## src/rtl/clock_divider_ctrl.sv

```systemverilog
// Half-integer clock divider with a valid/ready ratio interface; new ratios and
// stop requests take effect only at a super-period (two output periods) boundary.
module clock_divider_ctrl #(
  parameter int TCQ          = 1,
  parameter int C_DIV2_W     = 8,
  parameter int C_DIV2_INIT  = 9,
  parameter bit C_AUTO_START = 1'b0
) (
  input  logic                clk_i,
  input  logic                rst_n_i,
  input  logic                en_i,
  input  logic                cfg_valid_i,
  output logic                cfg_ready_o,
  input  logic [C_DIV2_W-1:0] cfg_div2_i,
  output logic                cfg_err_o,
  output logic                upd_o,
  output logic [C_DIV2_W-1:0] div2_act_o,
  output logic                running_o,
  output logic                clk_div_o
);

  localparam logic [1:0] ST_OFF  = 2'd0;
  localparam logic [1:0] ST_RUN  = 2'd1;
  localparam logic [1:0] ST_PEND = 2'd2;

  localparam logic [C_DIV2_W-1:0] DIV2_INIT = C_DIV2_W'(C_DIV2_INIT);
  localparam logic [C_DIV2_W-1:0] DIV2_MIN  = C_DIV2_W'(4);
  localparam logic [C_DIV2_W-1:0] ONE       = C_DIV2_W'(1);

  if (C_DIV2_INIT < 4 || TCQ < 0) begin : g_param_check
    $error("clock_divider_ctrl: C_DIV2_INIT must be at least 4");
  end

  logic [1:0]          state;
  logic [C_DIV2_W-1:0] cnt;
  logic [C_DIV2_W-1:0] div2_act;
  logic [C_DIV2_W-1:0] pend_div2;
  logic [C_DIV2_W-1:0] half;
  logic [C_DIV2_W-1:0] half_odd;
  logic                en_q;
  logic                pos_q;
  logic                neg_q;
  logic                active;
  logic                wrap;
  logic                accept;
  logic                cfg_legal;
  logic                pos_hit;
  logic                neg_hit;

  assign active    = (state == ST_RUN) || (state == ST_PEND);
  assign wrap      = active && (cnt == div2_act - ONE);
  assign cfg_ready_o = (state != ST_PEND);
  assign accept    = cfg_valid_i && cfg_ready_o;
  assign cfg_legal = (cfg_div2_i >= DIV2_MIN);
  assign half      = div2_act >> 1;
  assign half_odd  = half + ONE;

  // Odd ratios put the second pulse on a falling edge so both periods are equal.
  assign pos_hit = active && ((cnt == '0) || (!div2_act[0] && (cnt == half)));
  assign neg_hit = active && div2_act[0] && (cnt == half_odd);

  always_ff @(posedge clk_i or negedge rst_n_i) begin
    if (!rst_n_i) begin
      state     <= C_AUTO_START ? ST_RUN : ST_OFF;
      en_q      <= C_AUTO_START;
      cnt       <= '0;
      div2_act  <= DIV2_INIT;
      pend_div2 <= DIV2_INIT;
      pos_q     <= 1'b0;
      cfg_err_o <= 1'b0;
      upd_o     <= 1'b0;
    end else begin
      en_q      <= en_i;
      pos_q     <= pos_hit;
      cfg_err_o <= accept && !cfg_legal;
      upd_o     <= 1'b0;
      case (state)
        ST_OFF: begin
          cnt <= '0;
          if (accept && cfg_legal) begin
            div2_act <= cfg_div2_i;
            upd_o    <= 1'b1;
          end
          if (en_q) state <= ST_RUN;
        end
        ST_RUN: begin
          cnt <= wrap ? '0 : cnt + ONE;
          // A ratio arriving on the stopping wrap is applied directly, as it would be in OFF.
          if (wrap && !en_q) begin
            state <= ST_OFF;
            if (accept && cfg_legal) begin
              div2_act <= cfg_div2_i;
              upd_o    <= 1'b1;
            end
          end else if (accept && cfg_legal) begin
            pend_div2 <= cfg_div2_i;
            state     <= ST_PEND;
          end
        end
        ST_PEND: begin
          cnt <= wrap ? '0 : cnt + ONE;
          if (wrap) begin
            div2_act <= pend_div2;
            upd_o    <= 1'b1;
            state    <= en_q ? ST_RUN : ST_OFF;
          end
        end
        default: begin
          state <= ST_OFF;
          cnt   <= '0;
        end
      endcase
    end
  end

  always_ff @(negedge clk_i or negedge rst_n_i) begin
    if (!rst_n_i) neg_q <= 1'b0;
    else          neg_q <= neg_hit;
  end

  assign clk_div_o  = pos_q | neg_q;
  assign div2_act_o = div2_act;
  assign running_o  = active;

endmodule

```

## config.mk

```make
export PLATFORM = sky130hd
export DESIGN_NAME = clock_divider_ctrl
export DESIGN_NICKNAME = d
export VERILOG_FILES = /design/src/rtl/clock_divider_ctrl.sv
export SDC_FILE = /design/constraint.sdc
export NUM_CORES = 1
export LEC_CHECK = 0
export ABC_AREA = 1
export CORE_MARGIN = 2
export CORE_UTILIZATION = 46
export CTS_BUF_LIST = sky130_fd_sc_hd__clkbuf_4 sky130_fd_sc_hd__clkbuf_8 sky130_fd_sc_hd__clkbuf_16
export DETAILED_ROUTE_END_ITERATION = 7
export PLACE_DENSITY = 0.82
export SLEW_MARGIN = 10
export SYNTH_ARGS = -nofsm -noshare
export SYNTH_HDL_FRONTEND = slang
export SYNTH_SLANG_ARGS = --single-unit
```

## constraint.sdc

```tcl
create_clock -name clk_i -period 1.9 [get_ports clk_i]
set_input_delay 0.38 -clock clk_i [delete_from_list [all_inputs] [get_ports clk_i]]
set_output_delay 0.38 -clock clk_i [all_outputs]
set_load 0.005 [all_outputs]
```

==> reports/metrics.cfg, run 1 <==
[cells_and_area]
nets=401
final_common_cell=nand2_1
final_util=0.722
final_cell_mix=nand2_1 (70), buf_4 (41), inv_1 (30)
regArea_um2=785
diodes=0
nFillCells=356
area_delta_synth_final_pct=52.3
multi_input_area_um2=1550
drive_gt1_frac=0.420

[clock_network]
clk_latency_ns=0.30
hold_buffers=0
cts_max_path_buffers=2
cts_htree_levels=2
cts_tree=yes
cts_buffers=5
clk_pin_slew_ns=0.07
cts.sinks=31
cts_root_buf=clkbuf_8

[power]
max-vdd-ir-drop_v=0.000824
p_sw_w=0.00239
powerDensity_nw_per_um2=1620
power_frac_seq=0.207
report.power.total_w=0.00551
leakagePower_nw=1.63
power_frac_clock=0.125
p_int_w=0.00312
netSwitchingFraction=0.434
combPwrFrac=0.667

[critical_path]
r2r_start=div2_act_o[4]$_DFFE_PN0P_
cp_max_fo=5
path_cells=xor2_1 > nand2_1 > o2111ai_2 > nor2_1 > and3_1
max_stage_delay_ns=0.46
required_ns=1.10
r2r-end=neg_q$_DFF_NN0_
endpoint_kind=flop
arrival_ns=1.52
critPathLaunchType=flop
path_class=flop to flop
reg2reg_depth=5
slowest_stage=dfrtp_2
ff2ff_setup_slack_ns=-0.42

[drt]
ant_nets=0
drt_wl_total_um=6290
drtIter0Drc=151
drt-vias-per-instance=5.07
via_count=2270
m1WireLength_um=2490
dr_wl_met3_um=221
met2_length_um=3390
drc=0
drtPass1Iterations=4
wire_per_inst_um=14.0
maxUsedRoutingLayer=met4

[die]
ios=25
core_um2=4720
rows=25
die_height_um=73.8
die-area_um2=5440
die_w_um=73.8
start_util=0.474

[logic_synthesis]
synth_xor_area_frac=0.0469
synth-adder-area-share=0.0503
synthFlopType=dfrtp_1
syn_area_um2=2240
synthArstFlopShare=1.00
muxShareOfSynthArea=0
syn_inst=303
synth_edf_count=0
synth_top_family_by_area=simple AND/OR/NAND/NOR gates
yosys.area_share.simple=0.388
ys_types=39
yosys_warnings=0
synth_nets=324
syn_area_per_cell_um2=7.39
synth-seq-cells=31
ys_seq_area_frac=0.349
synth_compound_gate_area_share=0.0726

[hold_path]
hold_class=flop to flop
whs_endpoint=pend_div2[0]$_DFFE_PN1P_
min_from=pend_div2[0]$_DFFE_PN1P_
hold_depth=2

[placed_design]
port_buffers=24
gp_congestion=0.876
hpwl_um=4410

[timing]
setup-violations-final=20
setup_tns_ns=-3.91
rsz0062_at_grt=true
tightestPinTransition_ns=0.390
slew_violations=0
hold_viol=0
setup_ws_ns=-0.421
max-slew-margin-rel=0.740
skew_ns=0.0155

[run]
maxCapViolCount=0

[global_route]
grt_pass1_vias=2192
grt_usage=0.237
grt_pass1_wl_um=9830
grt_max_degree=31
overflow=0
antenna_found_initial=0

[run_status]
status=finished with violations
violations=setup timing

-- critical path: cells and delay by family (launching register included) --
| kind | cells | cell delay [ns] |
|---|---|---|
| simple gates | 3 | 0.35 |
| compound gates | 1 | 0.11 |
| xor+xnor | 1 | 0.30 |
| flops | 1 | 0.46 |
-- power by group through the flow --
stage	clock [W]	combinational, W	sequential, W
2_1_floorplan	0	0.00160	0.00112
3_3_place_gp	0	0.00276	0.00110
3_5_place_dp	0	0.00284	0.00112
4_1_cts	0.000709	0.00316	0.00111
5_1_grt	0.000736	0.00395	0.00117
6_report	0.000691	0.00368	0.00114
-- synth_stat cells (2+ instances only) --
cell | count | area, µm²
nor2_2 | 5 | 31.3
xor2_1 | 7 | 61.3
nor3b_1 | 2 | 15.0
nand3_4 | 2 | 35.0
nand2_2 | 7 | 43.8
nor2_1 | 25 | 93.8
nand4_1 | 10 | 62.6
o21ai_0 | 9 | 45.0
dfstp_2 | 4 | 105
dfrtp_1 | 26 | 651
nand3_1 | 15 | 75.1
ha_1 | 9 | 113
nor3_1 | 7 | 35.0
nand2_1 | 95 | 357
nand3_2 | 2 | 20.0
inv_1 | 33 | 124
o21ai_2 | 7 | 61.3
clkbuf_1 | 2 | 7.51
nand2_4 | 3 | 33.8
inv_2 | 7 | 26.3
nor2_4 | 2 | 22.5
buf_6 | 2 | 22.5
xnor2_1 | 5 | 43.8
a21oi_1 | 2 | 10.0
-- stage by stage --
stage                     instance area (µm²)  instances  hold slack (ns)  setup WS (ns)
after floorplan                          2260        303           0.0844         -0.427
after CTS                                3210        447            0.472         -0.410
final                                    3410        448            0.478         -0.421
after global placement                   2920        434            0.464         -0.408
after global routing                     3410        448            0.496         -0.522
after detailed placement                 2920        434            0.470         -0.447
-- repair_timing --
action                                  CTS  global route
resized for setup                        35            53
endpoints found under the setup margin   32            30
pin swaps                                22            25
buffers inserted                          6             1
-- state kept, by name (all words and copies together) (netlist names) --
register	cells
state	2
en_q	1
pend_div2	8
div2_act_o	8
cfg_err_o	1
upd_o	1
pos_q	1
neg_q	1
cnt	8
-- layer usage --
metal | GRT usage | vias to the layer above
met5 | 0 | -
met4 | 0.109 | 0
met3 | 0.0412 | 16
met2 | 0.409 | 64
met1 | 0.287 | 1072
li1 | - | 1118
-- layout make-up --
cell class / count / area share
multi-input cells: 225 / 0.455
clock buffers: 6 / 0.0242
well taps: 67 / 0.0246
repair buffers: 76 / 0.211
clock inverters: 2 / 0.0103
flip-flops and latches: 31 / 0.230
inverters: 41 / 0.0451
-- kinds of logic (layout without fill, tap and decap cells) --
logic type,count (synthesis),in the layout
and+or+nand+nor,180,180
xor gates and xnor gates,12,12
adders and majority gates,9,9
DFF,31,31
buffers and inverters,47,125
AOI/OAI and AO/OA,24,24
-- how the worst max path moves through the flow --
stage,from,endpoint,slack (ns),cells after the start
global placement,neg_q$_DFF_NN0_,clk_div_o,-0.41,2
global route,div2_act_o[4]$_DFFE_PN0P_,neg_q$_DFF_NN0_,-0.52,5
detailed placement,div2_act_o[3]$_DFFE_PN1P_,neg_q$_DFF_NN0_,-0.45,6
finish,div2_act_o[4]$_DFFE_PN0P_,neg_q$_DFF_NN0_,-0.42,5
CTS,neg_q$_DFF_NN0_,clk_div_o,-0.41,2
floorplan,div2_act_o[3]$_DFFE_PN1P_,neg_q$_DFF_NN0_,-0.43,7
Power figures use the tool's default switching activity.
==> inputs of run 2 (changes only) <==
--- a/config.mk
+++ b/config.mk
@@ -6,7 +6,7 @@
 export NUM_CORES = 1
 export LEC_CHECK = 0
 export ABC_AREA = 1
-export CORE_MARGIN = 2
+export CORE_MARGIN = 4
 export CORE_UTILIZATION = 46
 export CTS_BUF_LIST = sky130_fd_sc_hd__clkbuf_4 sky130_fd_sc_hd__clkbuf_8 sky130_fd_sc_hd__clkbuf_16
 export DETAILED_ROUTE_END_ITERATION = 7
==> run 2 against run 1 <==
Compared with the run above:
- the run still ends with setup timing left
- largest cell class unchanged
- via count rose by 2.3%
- highest routed layer unchanged
- utilization down 2.1 points
- critical path type unchanged
- combinational power shrank 9.2%
- count of clock-buffer cells in the layout unchanged
==> reports/metrics.cfg, run 2 (synthesized netlist as in run 1, its figures left out) <==
[placed_design]
port_buffers=24
gp_congestion=0.934
hpwl_um=4430
pre_cts_slack_ns=-0.485

[power]
powerDensity_nw_per_um2=1550
max-vdd-ir-drop_v=0.000703
leakagePower_nw=1.61

[hold_path]
whs_endpoint=pend_div2[3]$_DFFE_PN1P_
hold_depth=2
hold_class=flop to flop
min_from=pend_div2[3]$_DFFE_PN1P_

[timing]
hold_viol=0
setup_ws_ns=-0.460
tightestPinTransition_ns=0.413
setup-violations-final=20
skew_ns=0.0157
rsz0062_at_grt=true
hold_slack_ns=0.480
max-slew-margin-rel=0.724
slew_violations=0

[global_route]
grt_pass1_wl_um=10400
gr-usage-met2=0.406
antenna_found_initial=0
met1_usage=0.232
overflow=0
grt_busiest_layer=met2
grt_usage=0.220
grtUsageMet3=0.0499
grt_max_degree=31
grt_pass1_vias=2370

[drt]
wire_per_inst_um=13.8
drtPass1Iterations=4
ant_nets=0
drtIter0Drc=98
via_count=2322
drc=0
drt-vias-per-instance=5.14
drt_wl_total_um=6240

[clock_network]
cts_tree=yes
cts.sinks=31
cts_htree_levels=2
cts_max_path_buffers=2
cts_root_buf=clkbuf_8
hold_buffers=0
clk_pin_slew_ns=0.07
clk_latency_ns=0.30
cts_buffers=5

[die]
die-area_um2=6050
core_um2=4720
die_w_um=77.8
ios=25
rows=25
die_height_um=77.8
start_util=0.474

[cells_and_area]
nets=405
final_cell_mix=nand2_1 (78), buf_4 (49), inv_1 (31)
drive_gt1_frac=0.392
final_util=0.701
final_common_cell=nand2_1
area_delta_synth_final_pct=47.9
diodes=0

[critical_path]
arrival_ns=1.56
endpoint_kind=flop
critPathLaunchType=flop
reg2reg_depth=6
path_class=flop to flop
ff2ff_setup_slack_ns=-0.46
required_ns=1.10
r2r-end=neg_q$_DFF_NN0_
r2r_start=div2_act_o[3]$_DFFE_PN1P_
cp_max_fo=3

[run_status]
violations=setup timing
status=finished with violations

[run]
maxCapViolCount=0

run 2: cell count changes in the layout (fill, tap and decap cells not counted), sizes merged:
| cell | delta |
|---|---|
| buf | +3 |
| nand3 | +1 |
run 2: layer usage:
layer  share of wire  wire (µm)  vias to the layer above
met4           0.030        186                        0
met5               0          0                        -
met2            0.53       3320                       68
li1                -          -                     1127
met3           0.051        316                       17
met1            0.39       2430                     1110
run 2: critical path, cell delays in order, from the launching register on:
cell and delay, ns:
dfstp_2 0.57, nand3_4 0.09, nor2_4 0.16, nand2_2 0.09, o21ai_2 0.13, nor2_1 0.05
and3_1 0.18
run 2: final cells by class:
class | instances | area (µm²)
clock inverters | 2 | 35.0
well taps | 67 | 83.8
repair buffers | 79 | 702
fillers | 378 | 1410
clock buffers | 6 | 82.6
inverters | 41 | 154
flip-flops and latches | 31 | 783
multi-input cells | 226 | 1470
run 2: worst max path at each step:
stage	start	end	slack (ns)	depth (start not counted)
after floorplan	div2_act_o[3]$_DFFE_PN1P_	neg_q$_DFF_NN0_	-0.43	7
after detailed placement	div2_act_o[3]$_DFFE_PN1P_	neg_q$_DFF_NN0_	-0.48	6
after global placement	neg_q$_DFF_NN0_	clk_div_o	-0.41	2
after CTS	div2_act_o[3]$_DFFE_PN1P_	neg_q$_DFF_NN0_	-0.42	5
after global routing	div2_act_o[3]$_DFFE_PN1P_	neg_q$_DFF_NN0_	-0.51	6
final	div2_act_o[3]$_DFFE_PN1P_	neg_q$_DFF_NN0_	-0.46	6
run 2: report_power, final:
group	internal [W]	switching, W
combinational	0.00159	0.00175
clock	0.000424	0.000261
sequential	0.000915	0.000182
total	0.00293	0.00219
run 2: repair_timing:
action / in CTS / in global routing
pin swaps: 15 / 8
setup endpoints to repair: 31 / 31
gates cloned: 1 / 0
buffers inserted: 7 / 0
resized for setup: 27 / 33
run 2: stage by stage:
step,instance area [µm²],cells,setup TNS [ns],power (W)
CTS,3210,452,-4.17,0.00484
detailed placement,2910,436,-5.47,0.00388
global route,3310,452,-6.82,0.00552
finish,3310,452,-3.71,0.00512
floorplan,2260,303,-1.80,0.00273
global placement,2910,436,-4.10,0.00379
